`config.mk`:
```
export PLATFORM = sky130hd
export DESIGN_NAME = tlb_port_arbiter
export DESIGN_NICKNAME = d
export VERILOG_FILES = /design/src/rtl/translator_pkg.sv /design/src/rtl/tlb_port_arbiter_rr_pick.sv /design/src/rtl/tlb_port_arbiter.sv
export SDC_FILE = /design/constraint.sdc
export NUM_CORES = 1
export LEC_CHECK = 0
export ABC_AREA = 1
export BUFFER_PORTS_ARGS = -buffer_cell sky130_fd_sc_hd__buf_2
export CAP_MARGIN = 20
export CORE_AREA = 2 2 81 83
export CTS_CLUSTER_DIAMETER = 60
export DETAILED_ROUTE_END_ITERATION = 16
export DIE_AREA = 0 0 83 85
export GPL_TIMING_DRIVEN = 0
export PLACE_DENSITY = 0.86
export SYNTH_ARGS = -nofsm -noshare
export SYNTH_HDL_FRONTEND = slang
export SYNTH_HIERARCHICAL = 1
export SYNTH_SLANG_ARGS = --single-unit
```
`constraint.sdc`:
```
create_clock -name clk -period 2.45 [get_ports clk]
set_input_delay 0.245 -clock clk [delete_from_list [all_inputs] [get_ports clk]]
set_output_delay 0.245 -clock clk [all_outputs]
set_load 0.02 [all_outputs]
```
`src/rtl/translator_pkg.sv`:
```
// Shared types for the address-translation tile: page numbers and the TLB port arbiter state.
package translator_pkg;

  localparam int DCP_PADDR = 40;
  localparam int PN_BITS   = DCP_PADDR - 12;

  typedef logic [PN_BITS-1:0] pn_t;

  typedef enum logic {
    S_IDLE = 1'b0,
    S_BUSY = 1'b1
  } arb_state_t;

  // Index width that stays legal for a single requester.
  function automatic int idx_width(input int n);
    return (n > 1) ? $clog2(n) : 1;
  endfunction

endpackage

```
`src/rtl/tlb_port_arbiter_rr_pick.sv`:
```
// Rotating-priority picker: first set request at or above rr_ptr, wrapping modulo N.
// Purely combinational, no state; the caller owns the pointer.
module tlb_rr_pick #(
  parameter int N     = 4,
  parameter int IDX_W = 2
) (
  input  logic [N-1:0]     req,
  input  logic [IDX_W-1:0] rr_ptr,
  output logic             any_valid,
  output logic [IDX_W-1:0] winner
);

  int               pos;
  logic [IDX_W-1:0] cand;

  // Scan from the farthest offset down so the nearest set bit to rr_ptr is written last.
  always_comb begin
    any_valid = 1'b0;
    winner    = '0;
    pos       = 0;
    cand      = '0;
    for (int i = N - 1; i >= 0; i--) begin
      pos = int'(rr_ptr) + i;
      if (pos >= N) pos = pos - N;
      cand = IDX_W'(pos);
      if (req[cand]) begin
        any_valid = 1'b1;
        winner    = cand;
      end
    end
  end

endmodule

```
`src/rtl/tlb_port_arbiter.sv`:
```
// Round-robin share of one TLB lookup port among NUM_REQ translators; one lookup outstanding.
// Grant registered in IDLE, tlb_valid next cycle; response routed back in the TLB ack cycle; TLB may stall indefinitely.
module tlb_port_arbiter
  import translator_pkg::*;
#(
  parameter int NUM_REQ = 4,
  parameter int PN_W    = PN_BITS
) (
  input  logic                    clk,
  input  logic                    rst_n,
  input  logic [NUM_REQ-1:0]      req_valid,
  input  logic [NUM_REQ*PN_W-1:0] req_vpn,
  output logic [NUM_REQ-1:0]      req_ack,
  output logic [PN_W-1:0]         req_ppn,
  output logic                    tlb_valid,
  output logic [PN_W-1:0]         tlb_vpn,
  input  logic                    tlb_ack,
  input  logic [PN_W-1:0]         tlb_ppn,
  output logic                    busy
);

  localparam int IDX_W = idx_width(NUM_REQ);

  arb_state_t       state_q, state_d;
  logic [IDX_W-1:0] rr_ptr_q;
  logic [IDX_W-1:0] grant_idx_q;
  logic [PN_W-1:0]  vpn_q;

  logic             any_valid;
  logic [IDX_W-1:0] winner;
  logic [PN_W-1:0]  win_vpn;
  logic [IDX_W-1:0] rr_next;
  logic             grant_load;
  logic             lookup_done;

  tlb_rr_pick #(
    .N     (NUM_REQ),
    .IDX_W (IDX_W)
  ) u_pick (
    .req       (req_valid),
    .rr_ptr    (rr_ptr_q),
    .any_valid (any_valid),
    .winner    (winner)
  );

  assign win_vpn = req_vpn[int'(winner)*PN_W +: PN_W];
  assign rr_next = (int'(grant_idx_q) == NUM_REQ - 1) ? '0 : grant_idx_q + IDX_W'(1);
  assign tlb_vpn = vpn_q;

  always_ff @(posedge clk) begin
    if (!rst_n) state_q <= S_IDLE;
    else        state_q <= state_d;
  end

  always_comb begin
    state_d     = state_q;
    tlb_valid   = 1'b0;
    busy        = 1'b0;
    req_ack     = '0;
    req_ppn     = '0;
    grant_load  = 1'b0;
    lookup_done = 1'b0;
    case (state_q)
      S_IDLE: begin
        if (any_valid) begin
          grant_load = 1'b1;
          state_d    = S_BUSY;
        end
      end
      S_BUSY: begin
        tlb_valid = 1'b1;
        busy      = 1'b1;
        if (tlb_ack) begin
          // A requester that withdrew still lets the lookup finish, but gets no ack or data.
          req_ack[grant_idx_q] = req_valid[grant_idx_q];
          if (req_valid[grant_idx_q]) req_ppn = tlb_ppn;
          lookup_done = 1'b1;
          state_d     = S_IDLE;
        end
      end
    endcase
  end

  always_ff @(posedge clk) begin
    if (!rst_n) begin
      rr_ptr_q    <= '0;
      grant_idx_q <= '0;
      vpn_q       <= '0;
    end else begin
      if (grant_load) begin
        grant_idx_q <= winner;
        vpn_q       <= win_vpn;
      end
      if (lookup_done) rr_ptr_q <= rr_next;
    end
  end

`ifndef SYNTHESIS
  a_ack_onehot0: assert property (@(posedge clk) disable iff (!rst_n)
    $onehot0(req_ack));

  a_tlb_hold: assert property (@(posedge clk) disable iff (!rst_n)
    tlb_valid && !tlb_ack |=> tlb_valid && $stable(tlb_vpn));

  // Waiting requesters must hold; the granted one may withdraw and is absorbed by ack gating.
  for (genvar g = 0; g < NUM_REQ; g++) begin : g_req_hold
    a_req_hold: assert property (@(posedge clk) disable iff (!rst_n)
      req_valid[g] && !req_ack[g] && !(busy && grant_idx_q == IDX_W'(g)) |=> req_valid[g]);
  end
`endif

endmodule

```
==> impl_metrics.toml <==
[status]
status = "complete, no violations"

[sta]
finalCritPeriodShare_pct = 81.8
tightest_slew_ns = 0.471
slew_headroom_pct = 68.6
fin_skew_ns = 0.00260
rsz0062_at_grt = "no"
finalWorstSetupSlack_ns = 0.445
fin_setup_tns_ns = 0
maxSlewViolCount = 0
finalSetupViolations = 0
fmax_ghz = 0.499
final_hold_viol_count = 0
min_period_ns = 2.00

[synth]
yosysWarnings = 6
syn-instance-count = 474
ys_ff_latch = 33
synth-edff-count = 0
synth_common_cells = "nand2_1 (177), nor2_1 (52), inv_1 (50)"
synth_flop_cell = "dfxtp_1"
synthTopCellsByArea = "nand2_1 (25%), dfxtp_1 (25%), nand3_1 (9.4%)"
syn_nets = 625
yosysMostFrequentCell = "nand2_1"
synthArstFlopShare_pct = 0
synth_seq_area_share_pct = 25.3
yosys.area.top_type = "nand2_1"
synth_cell_types = 23
synth_top_area_share_pct = 25.4
synth.avg_cell_area_sq_um = 5.51
syn-cell-area_sq_um = 2610

[setup_path]
critPathKind = "register to register"
cp.required_ns = 2.67
path_max_fanout = 10
slowest_delay_ns = 0.37
crit_chain = "buf_6 -> nand2_1 -> o21ai_1 -> nand2_1 -> nand3_1 -> nand2_1 -> nand2_1 -> nand2_1 -> inv_2 -> buf_4 -> buf_4 -> nand2_1 -> nand3_1 -> nand2_1 -> a21oi_1"
start_kind = "register"
slowest_stage = "dfxtp_1"
cp.arrival_ns = 2.22
crit_path_end_kind = "register"
ff2ff_path_depth = 15
path_common_cell = "nand2_1"

[power]
irDropWorstVdd_v = 0.000298
p_comb_share_pct = 51.4
pwr-share-seq_pct = 30.0
clockPowerShare_pct = 18.6
internal_power_uw = 1280
power.density_nw_per_um2 = 585
power_switching_uw = 967
p_leak_uw = 0.00238
power_switching_share_pct = 43.1

[clocking]
cts_max_path_buffers = 2
cts_resized = 0
cts_made_buffers = 5
post_cts_buffers = 0
clk_latency_ns = 0.28
root_buffer = "clkbuf_8"
h-tree-depth = 2
cts.sinks = 33
hold_buffers = 0
tritoncts = "built"
cts.reportedPaths.clkPinSlew_ns = 0.07

[cells_and_area]
drive_above_1_share_pct = 36.6
regArea_sq_um = 661
finish.instance_area_sq_um = 3830
multi_input_area_sq_um = 1550
n_fill_cell = 605
diodes = 0
final_nets = 840
area_growth_pct = 46.9

[die]
die_area_sq_um = 7060
coreArea_sq_um = 6200
std_cell_rows = 29
die_h_um = 85
pin_count = 209
start_util_pct = 42.1
chipWidth_um = 83

[routing]
vias = 3689
totalWireLength_mm = 9.51
antenna_left = 0
drt_iter0_markers = 118
dr.pass1.iters = 5
wl_per_cell_um = 12.4
drc = 0
routed_via_density = 4.82

[global_routing]
use_met3_pct = 5.25
globalRouteMet2Util_pct = 49.3
grt.total_usage_pct = 25.9
antenna_found_initial = 1
gr-max-usage-layer = "met2"
grt_max_degree = 11
grt_pass1_vias = 3384
grt_overflow = 0
grt_pass1_wl_mm = 15.1
use_met1_pct = 28.5

[placement]
dp_hpwl_mm = 7.85
place.gp.congestion = 0.859
dp_slack_ns = 0.469
place_area_sq_um = 3750
io_buffers = 208

[min_path]
hold_path_depth = 3
hp-class = "primary input to register"

[job]
maxCapViolCount = 0
## logic make-up after synthesis
logic type      after synthesis  share of synthesized area (%)
compound gates               58                           11.5
fa+ha+maj                     4                           1.92
buf+inv                      86                           15.2
flops                        33                           25.3
simple gates                293                           46.1
## routing by layer
layer | part of all wire (%) | up-vias | wire length [um]
li1 | - | 1895 | -
met3 | 7.5 | 21 | 711
met5 | 0.13 | - | 12
met2 | 51 | 187 | 4830
met1 | 39 | 1584 | 3750
met4 | 2.1 | 2 | 201
## critical path: cells and delay by family (launching register included)
| kind | cells | cell delay [ns] |
|---|---|---|
| and+or+nand+nor | 9 | 0.76 |
| DFF | 1 | 0.37 |
| AOI/OAI and AO/OA | 2 | 0.22 |
| buffers and inverters | 4 | 0.60 |
## power groups by stage
stage	Clock, uW	Sequential, uW	Combinational (uW)
final	417	673	1150
after global routing	442	682	1280
after CTS	429	674	1150
after detailed placement	0	684	1150
after global placement	0	682	1130
after floorplan	0	772	661
## path summary, 6_finish.rpt
kind	startpoint	endpoint	slack, ns
worst min register to register	rr_ptr_q[0]	rr_ptr_q[0]	0.50
worst max register to register	rr_ptr_q[0]	tlb_vpn[23]	0.45
worst min-delay path	rst_n	tlb_vpn[1]	0.27
worst max-delay path	rr_ptr_q[0]	tlb_vpn[23]	0.45
## state kept, by name, summed over array words and instances (netlist names)
name / cells
grant_idx_q: 2
state_q: 1
rr_ptr_q: 2
tlb_vpn: 28
## metrics by stage
stage	power [uW]	utilization [%]	hold slack [ns]	instances
floorplan	1430	-	0.383	474
global placement	1810	60.4	0.488	759
detailed placement	1840	60.4	0.499	759
CTS	2260	61.8	0.255	766
global route	2410	61.8	0.271	766
finish	2240	61.8	0.267	766
## final cells by class
type	instances	area share, %
plain buffers	30	4.83
clock buffers	7	2.25
inverters	56	5.51
multi-input cells	355	40.5
flip-flops and latches	33	17.2
well taps	77	2.51
repair buffers	208	27.1
## layout by cell type, fill, tap and decap left out
cell | synthesis | final
buf_2 | 13 | 221
nand2_1 | 177 | 177
nor2_1 | 52 | 52
inv_1 | 50 | 50
nand3_1 | 49 | 49
dfxtp_1 | 33 | 33
a21oi_1 | 32 | 32
o21ai_0 | 21 | 21
nand4_1 | 8 | 8
buf_4 | 7 | 7
clkbuf_1 | 6 | 7
clkbuf_8 | 0 | 6
inv_2 | 5 | 5
buf_6 | 4 | 4
nand2_2 | 4 | 4
ha_1 | 4 | 4
o21ai_1 | 2 | 2
nand3_2 | 1 | 1
nor2_2 | 1 | 1
a211oi_1 | 1 | 1
o21ai_2 | 1 | 1
and2_4 | 1 | 1
clkinv_2 | 1 | 1
a21boi_1 | 1 | 1
Note: power is estimated with default switching activity, not from simulation.
